**config.mk**
```make
export PLATFORM = sky130hd
export DESIGN_NAME = serial_adder
export DESIGN_NICKNAME = d
export VERILOG_FILES = /design/src/rtl/serial_adder.sv
export SDC_FILE = /design/constraint.sdc
export NUM_CORES = 1
export LEC_CHECK = 0
export ABC_AREA = 1
export CORE_MARGIN = 1
export CORE_UTILIZATION = 30
export DETAILED_ROUTE_END_ITERATION = 8
export GPL_ROUTABILITY_DRIVEN = 0
export GPL_TIMING_DRIVEN = 1
export PLACE_DENSITY = 0.54
export SLEW_MARGIN = 20
export SYNTH_ARGS = -nofsm -noshare
export SYNTH_HDL_FRONTEND = slang
export SYNTH_SLANG_ARGS = --single-unit
```
**constraint.sdc**
```tcl
create_clock -name clk -period 1.6 [get_ports clk]
set_input_delay 0.32 -clock clk [delete_from_list [all_inputs] [get_ports clk]]
set_output_delay 0.32 -clock clk [all_outputs]
set_load 0.02 [all_outputs]
```
**src/rtl/serial_adder.sv**
```systemverilog
// serial_adder: bit-serial ripple adder.
// One operand bit pair is consumed per clock, LSB first. The result
// accumulates in a right-shifting sum register, so after WIDTH shifts the
// first-computed bit sits at bit 0. A three-state FSM (IDLE/SHIFT/DONE)
// sequences the operation. busy and done are decoded from the registered state.
module serial_adder #(
    parameter int WIDTH = 8
) (
    input  logic             clk,
    input  logic             reset_n,
    input  logic             start,
    input  logic [WIDTH-1:0] a,
    input  logic [WIDTH-1:0] b,
    input  logic             cin,
    output logic             busy,
    output logic             done,
    output logic [WIDTH-1:0] sum,
    output logic             cout
);

    // Wide enough to hold WIDTH, so the count never wraps inside an operation.
    localparam int CW = $clog2(WIDTH + 1);

    typedef enum logic [1:0] {
        IDLE  = 2'd0,
        SHIFT = 2'd1,
        DONE  = 2'd2
    } state_t;

    state_t           state;
    state_t           state_next;

    logic [WIDTH-1:0] op_a;
    logic [WIDTH-1:0] op_b;
    logic             carry;
    logic [CW-1:0]    count;

    logic             accept;
    logic             last_bit;
    logic             sum_bit;
    logic             carry_next;

    // Per-bit full-adder slice and control decode
    always_comb begin
        accept     = start && (state != SHIFT);
        last_bit   = (state == SHIFT) && (count == CW'(WIDTH - 1));
        sum_bit    = op_a[0] ^ op_b[0] ^ carry;
        carry_next = (op_a[0] & op_b[0]) | (op_a[0] & carry) | (op_b[0] & carry);
    end

    // State register
    always_ff @(posedge clk or negedge reset_n) begin
        if (!reset_n) begin
            state <= IDLE;
        end else begin
            state <= state_next;
        end
    end

    // Next-state logic: DONE lasts exactly one cycle and may chain straight into SHIFT
    always_comb begin
        state_next = state;
        case (state)
            IDLE:    if (start) state_next = SHIFT;
            SHIFT:   if (last_bit) state_next = DONE;
            DONE:    state_next = start ? SHIFT : IDLE;
            default: state_next = IDLE;
        endcase
    end

    // Datapath: load on accept, otherwise shift one bit per SHIFT cycle
    always_ff @(posedge clk or negedge reset_n) begin
        if (!reset_n) begin
            op_a  <= '0;
            op_b  <= '0;
            carry <= 1'b0;
            count <= '0;
            sum   <= '0;
            cout  <= 1'b0;
        end else if (accept) begin
            op_a  <= a;
            op_b  <= b;
            carry <= cin;
            count <= '0;
        end else if (state == SHIFT) begin
            sum   <= {sum_bit, sum[WIDTH-1:1]};
            op_a  <= op_a >> 1;
            op_b  <= op_b >> 1;
            carry <= carry_next;
            count <= count + CW'(1);
            if (last_bit) begin
                cout <= carry_next;
            end
        end
    end

    // Status outputs decoded from registered state
    always_comb begin
        busy = (state == SHIFT);
        done = (state == DONE);
    end

endmodule
```
==> impl_metrics.tcl <==
set metrics [dict create \
    grt_pass1_vias 1229 \
    power_mw 3.270 \
    synth_area_per_cell_um2 8.588 \
    synth_edf_count 0 \
    rsz0062_at_grt "false" \
    crit_arrival_ns 1.22 \
    initial_core_util 0.3152 \
    fill_cells 436 \
    finalCriticalPeriod_ns 1.543 \
    reg2reg_to "op_a[0]" \
    critPathKind "reg -> out" \
    wl_per_cell_um 11.99 \
    cts_setup_buffers 0 \
    die_y_um 70.10 \
    setup_violations 0 \
    cp_max_fo 2 \
    syn2layout_area_growth_pct 33.99 \
    synth_top_area_cell "dfrtp_1" \
    syn_nets 184 \
    max-slew-margin-rel 0.6263 \
    grt_pass1_wl_um 5347 \
    required_ns 1.28 \
    worst-r2r-setup-slack_ns 0.20 \
    drive_gt1_frac 0.08000 \
    postRouteAntennaNets 0 \
    place_inst 244 \
    finClkSkew_ns 0.005047 \
    rows 24 \
    drt_first_iter_violations 24 \
    hold_class "in -> async" \
    cts_tree "built" \
    grt_max_degree 33 \
    async_reset_ff_frac 1.000 \
    diodes 0 \
    cts.sinks 32 \
    routed_wl_um 3021 \
    max_clock_freq_mhz 648.1 \
    dieArea_mm2 0.004914 \
    drt-pass1-iter-count 4 \
    fin_crit_sh 0.9644 \
    drv_slew 0 \
    nNetsFinal 221 \
    drc 0 \
    power_density_mw_per_mm2 1754 \
    clk_pin_slew_ns 0.06 \
    crit_family "buffers and inverters" \
    ys_seq_area_frac 0.5755 \
    path_buf_inv 1 \
    cap_violations 0 \
    status "complete, no violations" \
    r2r_start "state[0]" \
    synth_top_cells_by_area "dfrtp_1 58%, nand2_1 16%, nand3_1 11%" \
    r2r_cells 7 \
    cp_cell_sequence "clkdlybuf4s50_1" \
    num_io_pins 31 \
    synth_cells 162 \
    overflow 0 \
    leakage_nw 0.9752 \
    num_vias 1189 \
    startpoint_type "flop" \
    slowest_stage "clkdlybuf4s50_1" \
    root_buffer "clkbuf_8" \
    hold_violations 0 \
    yosysMostFrequentCell "nand2_1" \
    viasPerCell 4.718 \
    endpoint_kind "primary output" \
    synth.distinct_cells 16 \
    slowest_delay_ns 0.60 \
    numCtsBuffers 5 \
    grt.total_usage 0.1393 \
    seq_area_um2 800.8 \
    synth_ff_type "dfrtp_1" \
    synth_top_area_share 0.5755 \
    core_mm2 0.004414 \
    synth_area_mm2 0.001391 \
    cts_max_level 2 \
    tightest_slew_ns 0.5600 \
    antenna_found_initial 0 \
    netlist_top_cells_count "58 x nand2_1, 32 x dfrtp_1, 31 x nand3_1" \
    worst_hold_slack_ns 0.4468 \
    die_w_um 70.10 \
    clk_latency_ns 0.28 \
    final_cells 252 \
    io_buffer_count 30 \
    cts.path.max_buffers 2 \
    yosys_warnings 0 \
    ys_ff_latch 32 \
    place_hpwl_um 2078 \
    peakVddDrop_mv 0.5255 \
    multiInputGateArea_um2 505.5 \
]
[cell families after synthesis]
kind of cell / count (synthesis) / synth area share
DFF: 32 / 0.5755
buffers and inverters: 19 / 0.06295
and+or+nand+nor: 96 / 0.2905
AOI/OAI and AO/OA: 13 / 0.04766
adders and majority gates: 2 / 0.02338
[where the power goes]
part	internal, mW	switching, mW	total (mW)
combinational	0.527	0.773	1.30
clock	0.350	0.275	0.625
sequential	1.14	0.205	1.34
[cells in the final DEF, fill, tap and decap left out]
cell type,netlist,routed
nor2_2,1,2
nand4_1,1,1
dlygate4sd2_1,0,2
clkdlybuf4s50_1,0,22
fa_1,1,1
clkbuf_2,0,1
dfrtp_1,32,32
nand3_1,31,31
nor2_1,5,4
nand2_1,58,58
ha_1,1,1
buf_4,1,7
dlymetal6s2s_1,0,5
o22ai_1,1,1
o21ai_0,11,11
a21oi_1,1,1
clkbuf_8,0,6
clkbuf_1,1,2
inv_1,12,12
[timing repair]
action / in CTS / in global routing
endpoints found under the setup margin: 3 / 20
hold endpoints to repair: 0 / 0
resized for setup: 3 / 8
hold buffers: 0 / 0
[cell type report]
cell class	instances	share of cell area
clock buffer	8	0.04832
inverter	12	0.02416
multi-input combinational	111	0.2711
sequential	32	0.4295
tap	52	0.03490
timing repair buffer	37	0.1919
[sequential cells by signal (all words and copies together) (netlist names)]
signal and count:
cout 1, state 2, op_b 8, carry 1, count 4, op_a 8
sum 8
[per-layer routing]
| layer | vias up | routed length, µm | track usage |
|---|---|---|---|
| met4 | 0 | 35 | 0.04889 |
| met1 | 562 | 1355 | 0.1599 |
| met5 | - | 0 | 0 |
| met2 | 33 | 1428 | 0.2340 |
| met3 | 4 | 201 | 0.05628 |
| li1 | 590 | - | - |
[worst max path at each step]
stage                     slack [ns]  cells past startpoint        to      from
after floorplan                 0.45                      4      busy  state[0]
after global placement         -0.13                      4   op_a[6]     start
after detailed placement       -0.18                      4  count[2]     start
after CTS                       0.01                      1    sum[2]    sum[2]
after global routing            0.01                      1    sum[0]    sum[0]
final                           0.06                      1    sum[0]    sum[0]
[through the flow]
| step | setup TNS [ns] | setup slack, ns | instance area [µm²] | util |
|---|---|---|---|---|
| after floorplan | 0 | 0.4456 | 1391 | - |
| after global placement | -1.624 | -0.1318 | 1767 | 0.4002 |
| after detailed placement | -2.159 | -0.1754 | 1767 | 0.4002 |
| after CTS | 0 | 0.01413 | 1853 | 0.4198 |
| after global routing | 0 | 0.009858 | 1864 | 0.4223 |
| final | 0 | 0.05697 | 1864 | 0.4223 |
Note: power is estimated with default switching activity, not from simulation.
